--- src/rtl/move_input_conditioner.sv ---
// move_input_conditioner: synchronise, debounce and edge-detect five Go Board buttons into single-cycle strobes.
// Optional MOVE_AUTOREPEAT_EN adds per-direction auto-repeat while a button stays held.
module move_input_conditioner #(
  parameter int DEBOUNCE_CYCLES = 250000,
  parameter int REPEAT_DELAY    = 6250000,
  parameter int REPEAT_PERIOD   = 3125000
) (
  input  logic       i_Clk,
  input  logic       i_Rst,
  input  logic       i_Switch_Up,
  input  logic       i_Switch_Down,
  input  logic       i_Switch_Left,
  input  logic       i_Switch_Right,
  input  logic       i_Switch_Start,
  output logic       o_Up_Mvt,
  output logic       o_Down_Mvt,
  output logic       o_Left_Mvt,
  output logic       o_Right_Mvt,
  output logic       o_Game_Start,
  output logic [4:0] o_Held
);
  localparam int CW = $clog2(DEBOUNCE_CYCLES);
  typedef enum logic {IDLE, PRESSED} state_t;
  if (DEBOUNCE_CYCLES < 2 || REPEAT_DELAY < 2 || REPEAT_PERIOD < 2) begin : g_bad_param
    $error("move_input_conditioner: parameter out of range");
  end
  logic [4:0]    w_raw;
  logic [4:0]    w_held;
  logic [4:0]    r_meta, r_sync, r_deb, r_req;
  logic [CW-1:0] r_cnt [5];
  state_t        r_state [5];
`ifdef MOVE_AUTOREPEAT_EN
  localparam int RMAX = REPEAT_DELAY > REPEAT_PERIOD ? REPEAT_DELAY : REPEAT_PERIOD;
  localparam int TW   = $clog2(RMAX);
  logic [TW-1:0] r_tmr [4];
  logic [3:0]    r_rep;
`endif
  assign w_raw = {i_Switch_Start, i_Switch_Right, i_Switch_Left, i_Switch_Down, i_Switch_Up};
  always_comb begin
    w_held = '0;
    for (int b = 0; b < 5; b++) w_held[b] = (r_state[b] == PRESSED);
  end
  always_ff @(posedge i_Clk) begin
    if (i_Rst) begin
      r_meta <= '0;
      r_sync <= '0;
      r_deb  <= '0;
      r_req  <= '0;
      for (int b = 0; b < 5; b++) begin
        r_cnt[b]   <= '0;
        r_state[b] <= IDLE;
      end
`ifdef MOVE_AUTOREPEAT_EN
      r_rep <= '0;
      for (int b = 0; b < 4; b++) r_tmr[b] <= '0;
`endif
    end else begin
      r_meta <= w_raw;
      r_sync <= r_meta;
      for (int b = 0; b < 5; b++) begin
        if (r_sync[b] == r_deb[b]) r_cnt[b] <= '0;
        else if (r_cnt[b] == CW'(DEBOUNCE_CYCLES - 1)) begin
          r_deb[b] <= ~r_deb[b];
          r_cnt[b] <= '0;
        end else r_cnt[b] <= r_cnt[b] + 1'b1;
        r_req[b] <= 1'b0;
        if (r_state[b] == IDLE) begin
          if (r_deb[b]) begin
            r_state[b] <= PRESSED;
            r_req[b]   <= 1'b1;
          end
        end else if (!r_deb[b]) r_state[b] <= IDLE;
      end
`ifdef MOVE_AUTOREPEAT_EN
      // Timer restarts on every press and release; first wait is the delay, then the period.
      for (int b = 0; b < 4; b++) begin
        if (r_state[b] == IDLE || !r_deb[b]) begin
          r_tmr[b] <= '0;
          r_rep[b] <= 1'b0;
        end else if (r_tmr[b] == (r_rep[b] ? TW'(REPEAT_PERIOD - 1) : TW'(REPEAT_DELAY - 1))) begin
          r_tmr[b] <= '0;
          r_rep[b] <= 1'b1;
          r_req[b] <= 1'b1;
        end else r_tmr[b] <= r_tmr[b] + 1'b1;
      end
`endif
    end
  end
  always_ff @(posedge i_Clk) begin
    if (i_Rst) begin
      o_Up_Mvt     <= 1'b0;
      o_Down_Mvt   <= 1'b0;
      o_Left_Mvt   <= 1'b0;
      o_Right_Mvt  <= 1'b0;
      o_Game_Start <= 1'b0;
      o_Held       <= '0;
    end else begin
      o_Up_Mvt     <= r_req[0];
      o_Down_Mvt   <= r_req[1] & ~r_req[0];
      o_Left_Mvt   <= r_req[2] & ~|r_req[1:0];
      o_Right_Mvt  <= r_req[3] & ~|r_req[2:0];
      o_Game_Start <= r_req[4];
      o_Held       <= w_held;
    end
  end
endmodule

--- config.mk ---
export PLATFORM = sky130hd
export DESIGN_NAME = move_input_conditioner
export DESIGN_NICKNAME = d
export VERILOG_FILES = /design/src/rtl/move_input_conditioner.sv
export SDC_FILE = /design/constraint.sdc
export NUM_CORES = 1
export LEC_CHECK = 0
export ABC_AREA = 1
export ABC_CLOCK_PERIOD_IN_PS = 1600
export CAP_MARGIN = 20
export CORE_MARGIN = 1
export CORE_UTILIZATION = 35
export DETAILED_ROUTE_END_ITERATION = 12
export DONT_BUFFER_PORTS = 1
export GPL_ROUTABILITY_DRIVEN = 0
export PLACE_DENSITY = 0.5
export SLEW_MARGIN = 0
export SYNTH_ARGS = -nofsm -noshare
export SYNTH_HDL_FRONTEND = slang
export SYNTH_SLANG_ARGS = --single-unit
export TNS_END_PERCENT = 50
--- constraint.sdc ---
create_clock -name i_Clk -period 1.6 [get_ports i_Clk]
set_clock_uncertainty 0.05 [all_clocks]
set_input_delay 0.16 -clock i_Clk [delete_from_list [all_inputs] [get_ports i_Clk]]
set_output_delay 0.16 -clock i_Clk [all_outputs]
set_load 0.02 [all_outputs]
==> impl_metrics.json, run 1 <==
{
  "antenna_left": 0,
  "diodes": 0,
  "hold_end": "r_state[0]",
  "grt_max_degree": 24,
  "yosys_warnings": 0,
  "finalHoldViolCount": 0,
  "hold_depth": 4,
  "crit_slowest_cell": "edfxtp_1",
  "fillers": 1843,
  "dr.pass1.iters": 5,
  "p_per_area_mw_per_mm2": 915.9,
  "critical-path-max-stage-delay_ns": 0.35,
  "area.growth.synth_to_final_pct": 33.99,
  "io_pins": 17,
  "die_x_um": 140.9,
  "synthArstFlopShare_pct": 0,
  "reg2reg_depth": 8,
  "hold_path.class": "input pin to register",
  "grt_setup_unrepaired": "yes",
  "ys_ff_latch": 125,
  "synth_edf_count": 94,
  "critPathRequiredTime_ns": 1.72,
  "final_cell_mix": "nand2_1 (195), nor2_1 (153), inv_1 (104)",
  "placed_area_mm2": 0.007784,
  "maxCapViolCount": 0,
  "dieHeight_um": 140.9,
  "clock.fmax_ghz": 0.6242,
  "die_area_mm2": 0.01985,
  "reg2reg_to": "r_cnt[0][14]",
  "vias": 5590,
  "min_period_ns": 1.602,
  "final_common_cell": "nand2_1",
  "grt_pass1_vias": 5083,
  "clkPwrFrac_pct": 48.4,
  "cp-end-kind": "register",
  "drive_gt1_share_pct": 16.87,
  "clk_latency_ns": 0.42,
  "root_buffer": "clkbuf_16",
  "combPwrFrac_pct": 6.2,
  "path_max_fanout": 3,
  "ys_types": 35,
  "syn_inst": 841,
  "timing_worst_setup_path_type": "register to register",
  "status": "complete, but fails checks",
  "leakage_nw": 3.709,
  "drcViolationCount": 0,
  "failed_checks": "setup timing",
  "h-tree-depth": 4,
  "rows": 50,
  "setup_viol_count_final": 1,
  "switching_share_pct": 22.76,
  "post_drt_wl_per_cell_um": 11.11,
  "seqPwrFrac_pct": 45.4,
  "globalRouteOverflowTotal": 0,
  "clk_pin_slew_worst_paths_ns": 0.06,
  "path_cells": "ha_2, buf_4, nand3_1, nor2_2, buf_4, nand3_1, nand2_1, a21oi_1",
  "setup_slack_ns": -0.002116,
  "initial_core_util_pct": 35.85,
  "cts_max_path_buffers": 2,
  "vias_per_cell": 4.290,
  "clock_sinks": 125,
  "netSwitchingPower_mw": 1.886,
  "cp-start-kind": "register",
  "port_buffers": 0,
  "maxSlewViolCount": 0,
  "grt_pass1_wl_um": 23730,
  "multi_input_area_mm2": 0.003472,
  "drt_wl_total_um": 14480,
  "reg2reg_slack_ns": -0.002,
  "regArea_mm2": 0.003443,
  "synth_ff_type": "edfxtp_1",
  "drt_iter0_drc": 262,
  "hpwl_um": 10240,
  "cts_tree": "done",
  "final_nets": 1042,
  "min-delay-start": "i_Rst",
  "synth.cell_area_mm2": 0.006750,
  "fin_crit_sh_pct": 100.1,
  "design_area_mm2": 0.009045,
  "r2r-start": "r_cnt[0][1]",
  "pre_cts_slack_ns": -0.03909,
  "grt.total_usage_pct": 15.27,
  "numCtsBuffers": 17,
  "p_int_mw": 6.399,
  "ys_seq_area_share_pct": 51.01,
  "ir_drop_mv": 0.7621,
  "syn_area_per_cell_um2": 8.026,
  "hold_slack_ns": 0.03440,
  "core_area_mm2": 0.01883,
  "antenna_found_initial": 0,
  "worstPathArrival_ns": 1.72
}
-- synth_stat cells (2+ instances only) --
library cell | number | area (um^2)
edfxtp_1 | 94 | 2823
nand4_1 | 21 | 131.4
nor2_1 | 175 | 656.9
nand2_1 | 198 | 743.2
or2_0 | 2 | 12.51
a21oi_1 | 51 | 255.2
buf_6 | 5 | 56.30
nor3_1 | 9 | 45.04
nand2_4 | 2 | 22.52
ha_1 | 5 | 62.56
xor2_1 | 17 | 148.9
or2_2 | 3 | 18.77
and2_1 | 3 | 18.77
nor2_4 | 3 | 33.78
nor2_2 | 8 | 50.05
nand2_2 | 8 | 50.05
nand3_1 | 44 | 220.2
inv_2 | 2 | 7.510
and2_0 | 3 | 18.77
nand3b_1 | 11 | 82.58
inv_1 | 105 | 394.1
dfxtp_1 | 31 | 620.6
o21ai_0 | 18 | 90.09
nor3_2 | 2 | 20.02
xnor2_1 | 11 | 96.34
-- worst max-delay path, delay by kind of cell, from the launching register on --
kind | cells | cell delay (ns)
AO/OA/AOI/OAI | 1 | 0.06
adder cells (fa/ha/maj) | 1 | 0.20
buffers and inverters | 2 | 0.24
flip-flops | 1 | 0.35
AND/OR/NAND/NOR | 4 | 0.45
-- state kept, by name, indices dropped and copies added, names as in the netlist --
register,cells
o_Down_Mvt,1
o_Game_Start,1
o_Held,5
o_Left_Mvt,1
o_Right_Mvt,1
o_Up_Mvt,1
r_cnt,90
r_deb,5
r_meta,5
r_req,5
r_state,5
r_sync,5
-- cell families (layout without fill, tap and decap cells) --
kind of cell,count (synthesis),count (layout),share of synthesized area (%)
AND/OR/NAND/NOR,494,499,31.71
flip-flops,125,125,51.01
adder cells (fa/ha/maj),5,5,0.9268
AO/OA/AOI/OAI,71,71,5.505
XOR/XNOR,28,28,3.633
buffers and inverters,117,225,7.155
other,1,90,0.05555
-- worst max path at each step --
stage                startpoint           end  slack (ns)
floorplan           r_cnt[4][0]  r_cnt[4][16]       0.005
global placement    r_cnt[0][0]   r_cnt[0][7]       -0.01
detailed placement  r_cnt[4][1]   r_cnt[4][6]       -0.04
CTS                 r_cnt[0][0]  r_cnt[0][15]      -0.008
global route        r_cnt[0][1]  r_cnt[0][14]       -0.12
finish              r_cnt[0][1]  r_cnt[0][14]      -0.002
-- stage by stage --
stage	TNS, ns	std cells	util (%)	power [mW]
2_1_floorplan	0	930	-	4.108
5_1_grt	-2.710	1303	48.03	8.652
3_5_place_dp	-0.6994	1234	41.34	4.254
6_report	-0.002116	1303	48.03	8.284
4_1_cts	-0.05157	1287	45.98	8.369
3_3_place_gp	-0.1154	1234	41.34	4.250
-- power groups by stage --
stage | Sequential, mW | Combinational, mW | Clock [mW]
final | 3.77 | 0.513 | 4.01
after global routing | 3.78 | 0.593 | 4.27
after CTS | 3.76 | 0.468 | 4.14
after detailed placement | 3.83 | 0.424 | 0
after global placement | 3.83 | 0.424 | 0
after floorplan | 3.81 | 0.298 | 0
-- what timing repair did --
item / in CTS / in global routing
setup endpoints to repair: 44 / 85
gates cloned: 1 / 4
buffers inserted: 0 / 12
hold buffers: 20 / 0
hold endpoints to repair: 23 / 0
gates resized for setup: 5 / 63
pin swaps: 1 / 15
-- layer usage --
layer / GRT usage (%) / up-vias / share of wire, %
li1: - / 3019 / -
met3: 3.702 / 11 / 3.2
met2: 24.04 / 73 / 47
met1: 20.31 / 2487 / 49
met5: 0 / - / 0
met4: 5.664 / 0 / 1.2
-- area by class of cell --
cell class | instances | share of cell area (%)
inverter | 108 | 4.510
tap | 260 | 3.597
multi-input combinational | 693 | 38.39
timing repair buffer | 85 | 8.411
sequential | 125 | 38.07
clock inverter | 9 | 0.6640
clock buffer | 23 | 6.363
(Power assumes the default switching activity.)
==> inputs of run 2 (changes only) <==
- ABC_AREA: 1 -> 0
- REMOVE_ABC_BUFFERS: unset -> 1
==> impl_metrics.json, run 2 <==
{
  "fillers": 1577,
  "synth_fa_ha_area_share_pct": 1.011,
  "leakage_nw": 3.233,
  "initial_core_util_pct": 35.78,
  "vias": 4924,
  "crit_start": "r_cnt[3][4]",
  "drt_iter0_drc": 210,
  "diodes": 0,
  "globalRouteOverflowTotal": 0,
  "status": "complete, but fails checks",
  "stdcell_count": 1065,
  "synthMuxAreaShare_pct": 0.6470,
  "synth.most_common_cell": "nor2_1",
  "path_max_fanout": 8,
  "synthXorXnorAreaFrac_pct": 11.18,
  "synth_simple_gate_area_share_pct": 25.17,
  "reg2reg_slack_ns": -0.50,
  "syn_area_per_cell_um2": 10.60,
  "root_buffer": "clkbuf_16",
  "reg2reg_depth": 5,
  "rows": 48,
  "largest_reg_flops": 90,
  "regArea_mm2": 0.003443,
  "antenna_found_initial": 0,
  "ys_types": 45,
  "syn_inst": 584,
  "min_period_ns": 2.099,
  "finalHoldViolCount": 0,
  "synth_top_family_by_area": "simple AND/OR/NAND/NOR gates",
  "clk_latency_ns": 0.42,
  "hold_slack_ns": 0.01570,
  "dieHeight_um": 135.0,
  "dr.pass1.iters": 4,
  "synth_ff_type": "edfxtp_1",
  "reg2reg_to": "r_cnt[3][11]",
  "dp_cells": 1013,
  "grt.total_usage_pct": 16.34,
  "post_drt_wl_per_cell_um": 12.75,
  "cts_tree": "done",
  "final_cell_mix": "buf_4 (131), edfxtp_1 (94), conb_1 (90)",
  "maxCapViolCount": 0,
  "power_mw": 8.033,
  "clock_sinks": 125,
  "crit_end": "r_cnt[3][11]",
  "cts_max_path_buffers": 2,
  "final_nets": 839,
  "setup_viol_count_final": 90,
  "pre_cts_slack_ns": -0.5095,
  "ys_top_cells_by_count": "nor2_1 (102), edfxtp_1 (94), xnor2_1 (62)",
  "maxSlewViolCount": 0,
  "p_per_area_mw_per_mm2": 906.4,
  "grt_setup_unrepaired": "yes",
  "hold_path.class": "input pin to register",
  "die_x_um": 135.0,
  "hpwl_um": 9493,
  "drive_gt1_share_pct": 28.69,
  "area.growth.synth_to_final_pct": 43.21,
  "maxSlewHeadroom_pct": 63.25,
  "clock.fmax_ghz": 0.4763,
  "core_area_mm2": 0.01730,
  "synth_edf_count": 94,
  "synthArstFlopShare_pct": 0,
  "antenna_left": 0,
  "worstPathArrival_ns": 2.22,
  "failed_checks": "setup timing",
  "ir_drop_mv": 0.7417,
  "synth.cell_area_mm2": 0.006188,
  "vias_per_cell": 4.623,
  "synth_compound_area_share_pct": 3.680,
  "port_buffers": 0,
  "synth_top_area_cell": "edfxtp_1",
  "ys_ff_latch": 125,
  "worst_pin_slew_ns": 0.5462,
  "yosys_warnings": 0,
  "finalSetupTns_ns": -21.06,
  "drt_wl_total_um": 13580,
  "h-tree-depth": 4,
  "die_area_mm2": 0.01822,
  "synthDominantCellAreaShare_pct": 45.61,
  "setup_slack_ns": -0.4994,
  "max_flop_register": "r_cnt",
  "critPathRequiredTime_ns": 1.72,
  "clk_pin_slew_worst_paths_ns": 0.06,
  "ys_seq_area_share_pct": 55.64,
  "r2r-start": "r_cnt[3][4]",
  "multi_input_area_mm2": 0.003259,
  "grt_max_degree": 38,
  "drcViolationCount": 0,
  "final_common_cell": "buf_4",
  "synth_area_leaders": "edfxtp_1 (46%), dfxtp_1 (10%), xnor2_1 (8.8%), nor2_1 (6.2%), nor4_1 (2.8%)",
  "numCtsBuffers": 17,
  "grt_pass1_wl_um": 23030,
  "cp-start-kind": "register",
  "timing_worst_setup_path_type": "register to register",
  "grt_pass1_vias": 5003,
  "fin_crit_sh_pct": 131.2,
  "io_pins": 17,
  "cp-end-kind": "register"
}
[run 2: changes by cell type after synthesis, moves of 11 or more]
cell,before,now
nand2_1,198,25
inv_1,105,22
nor2_1,175,102
xnor2_1,11,62
a21oi_1,51,9
nor4_1,0,28
nor2b_1,0,17
nand2b_1,0,14
nand3_1,44,31
o21ai_0,18,7
[run 2: cell type report]
cell class | instances | share of cell area (%)
Inverter | 22 | 0.9318
Tap cell | 225 | 3.177
Multi-Input combinational cell | 511 | 36.78
Sequential cell | 125 | 38.85
Clock buffer | 17 | 4.800
Timing Repair Buffer | 150 | 13.77
Clock inverter | 15 | 1.694
[run 2: report_power, final]
part	switching [mW]	internal [mW]	leakage [nW]	total, mW
combinational	0.279	0.282	1.74	0.561
sequential	0.112	3.63	1.22	3.74
clock	1.45	2.28	0.266	3.73
total	1.84	6.19	3.23	8.03
[run 2: per-stage QoR]
stage / cell area, um^2 / utilization, %
4_1_cts: 8645 / 49.98
2_1_floorplan: 6444 / -
6_report: 8862 / 51.24
3_3_place_gp: 7714 / 44.60
5_1_grt: 8862 / 51.24
3_5_place_dp: 7714 / 44.60
[run 2: kinds of logic (layout without fill, tap and decap cells)]
| family | count (synthesis) | count (layout) |
|---|---|---|
| and+or+nand+nor | 301 | 301 |
| adders and majority gates | 5 | 5 |
| muxes | 4 | 4 |
| other | 1 | 90 |
| buffers and inverters | 37 | 204 |
| xor gates and xnor gates | 79 | 79 |
| AOI/OAI and AO/OA | 32 | 32 |
| DFF | 125 | 125 |
[run 2: worst min-delay path by stage]
stage                from    endpoint  slack [ns]  cells past startpoint
CTS                 i_Rst  r_state[1]        0.03                      2
global placement    i_Rst   r_meta[3]        0.19                      1
detailed placement  i_Rst   r_meta[3]        0.19                      1
floorplan           i_Rst    r_req[3]        0.18                      1
finish              i_Rst  r_state[1]        0.02                      2
global route        i_Rst  r_state[3]       0.002                      2
[run 2: critical path: stages, from the launching register on]
cell and delay, ns:
edfxtp_1 0.37, or4_1 0.53, or4_4 0.51, o21ai_4 0.16, buf_6 0.17, nor2_2 0.05
[run 2: metal layers]
layer / wire [um] / up-vias / track usage [%] / part of all wire [%]
met4: 255 / 0 / 7.241 / 1.9
met5: 0 / - / 0 / 0
met3: 403 / 21 / 4.204 / 3.0
li1: - / 2502 / - / -
met1: 6201 / 2342 / 19.70 / 46
met2: 6723 / 59 / 27.41 / 49
[run 2: what timing repair did]
item	4_1_cts	5_1_grt
buffers inserted	9	3
pin swaps	25	12
hold buffers	7	0
setup endpoints to repair	91	95
endpoints found under the hold margin	38	0
gates cloned	2	1
resized for setup	41	50
==> inputs of run 3 (changes only) <==
- CTS_CLUSTER_DIAMETER: unset -> 30
- SETUP_SLACK_MARGIN: unset -> 0.02
==> impl_metrics.json, run 3 (synthesized netlist as in run 2, its figures left out) <==
{
  "hpwl_um": 9493,
  "root_buffer": "clkbuf_16",
  "p_per_area_mw_per_mm2": 906.2,
  "grt.total_usage_pct": 16.34,
  "final_common_cell": "buf_4",
  "hold_slack_ns": 0.01571,
  "critPathRequiredTime_ns": 1.72,
  "area.growth.synth_to_final_pct": 43.25,
  "ir_drop_mv": 0.7417,
  "antenna_left": 0,
  "maxCapViolCount": 0,
  "initial_core_util_pct": 35.78,
  "port_buffers": 0,
  "reg2reg_slack_ns": -0.50,
  "globalRouteOverflowTotal": 0,
  "failed_checks": "setup timing",
  "drt_wl_total_um": 13570,
  "switching_share_pct": 22.97,
  "vias": 4925,
  "numCtsBuffers": 17,
  "clkPwrFrac_pct": 46.5,
  "dieHeight_um": 135.0,
  "clock.fmax_ghz": 0.4763,
  "post_drt_wl_per_cell_um": 12.74,
  "largest_reg_flops": 90,
  "grt_max_degree": 38,
  "dr.pass1.iters": 4,
  "clock_sinks": 125,
  "die_x_um": 135.0,
  "maxSlewHeadroom_pct": 63.25,
  "clk_pin_slew_worst_paths_ns": 0.06,
  "drt_iter0_drc": 217,
  "grt_pass1_vias": 5003,
  "leakage_nw": 3.233,
  "antenna_found_initial": 0,
  "rows": 48,
  "cts_tree": "done",
  "seqPwrFrac_pct": 46.6,
  "placed_area_mm2": 0.007714,
  "io_pins": 17,
  "final_cell_mix": "buf_4 (131), edfxtp_1 (94), conb_1 (90)",
  "grt_setup_unrepaired": "yes",
  "maxSlewViolCount": 0,
  "setup_slack_ns": -0.4994,
  "status": "complete, but fails checks",
  "cts_max_path_buffers": 2,
  "fin_crit_sh_pct": 131.2,
  "diodes": 0,
  "path_max_fanout": 8,
  "worst_pin_slew_ns": 0.5462,
  "drive_gt1_share_pct": 28.81,
  "cp-start-kind": "register",
  "vias_per_cell": 4.624,
  "cp-end-kind": "register",
  "drcViolationCount": 0,
  "worstPathArrival_ns": 2.22,
  "finalHoldViolCount": 0,
  "grt_pass1_wl_um": 23030,
  "combPwrFrac_pct": 7.0,
  "h-tree-depth": 4,
  "hold_path.class": "input pin to register",
  "final_nets": 839,
  "design_area_mm2": 0.008865,
  "die_area_mm2": 0.01822,
  "max_flop_register": "r_cnt",
  "setup_viol_count_final": 90,
  "timing_worst_setup_path_type": "register to register",
  "min_period_ns": 2.099,
  "core_area_mm2": 0.01730,
  "clk_latency_ns": 0.42,
  "p_int_mw": 6.188,
  "netSwitchingPower_mw": 1.845
}
==> run 3: changes by cell type in the layout (fill, tap and decap cells not counted) <==
| cell | change |
|---|---|
| nor2_2 | +1 |
| nor2_1 | -1 |
==> run 3: what timing repair did <==
action                     in CTS  in global routing
gates cloned                    2                  1
gates resized for setup        41                 51
setup endpoints to repair      92                 96
pin swaps                      25                 12
hold endpoints to repair       38                  0
hold buffers                    7                  0
buffers inserted                9                  3
==> run 3: area by class of cell <==
type                    instances  area, um^2
clock buffers                  17       425.4
clock inverters                15       150.1
fillers                      1576        8432
inverters                      22       82.58
multi-input cells             511        3262
flip-flops and latches        125        3443
well taps                     225       281.5
repair buffers                150        1220
==> run 3: through the flow <==
step                std cells  power, mW  worst slack (ns)  setup TNS (ns)  util (%)
finish                   1065      8.033           -0.4994          -21.08     51.25
floorplan                 658      4.045           -0.6469          -41.16         -
detailed placement       1013      4.271           -0.5095          -26.79     44.60
global placement         1013      4.258           -0.4789          -24.23     44.60
CTS                      1063      8.094           -0.4953          -21.97     49.98
global route             1065      8.355           -0.5729          -28.53     51.25
==> run 3: worst max-delay path, cell delays in order (launching register included) <==
cell and delay [ns]:
edfxtp_1 0.37, or4_1 0.53, or4_4 0.51, o21ai_4 0.16, buf_6 0.17, nor2_2 0.05
==> run 3: metal layers <==
metal	up-vias	global-route usage, %	share of wire [%]
met3	21	4.204	3.1
li1	2502	-	-
met4	0	7.241	1.9
met2	62	27.41	49
met5	-	0	0
met1	2340	19.70	46
==> run 3: power by group through the flow <==
stage               sequential (mW)  clock [mW]  combinational, mW
floorplan                      3.81           0              0.237
global placement               3.80           0              0.460
detailed placement             3.80           0              0.466
CTS                            3.74        3.82              0.532
global route                   3.76        3.97              0.625
finish                         3.74        3.73              0.561
==> run 3: worst paths after layout <==
kind / from / cells after the start / to
worst max-delay path: r_cnt[3][4] / 5 / r_cnt[3][11]
worst min-delay path: i_Rst / 2 / r_state[1]
worst max register to register: r_cnt[3][4] / 5 / r_cnt[3][11]
worst min register to register: r_meta[0] / 1 / r_sync[0]
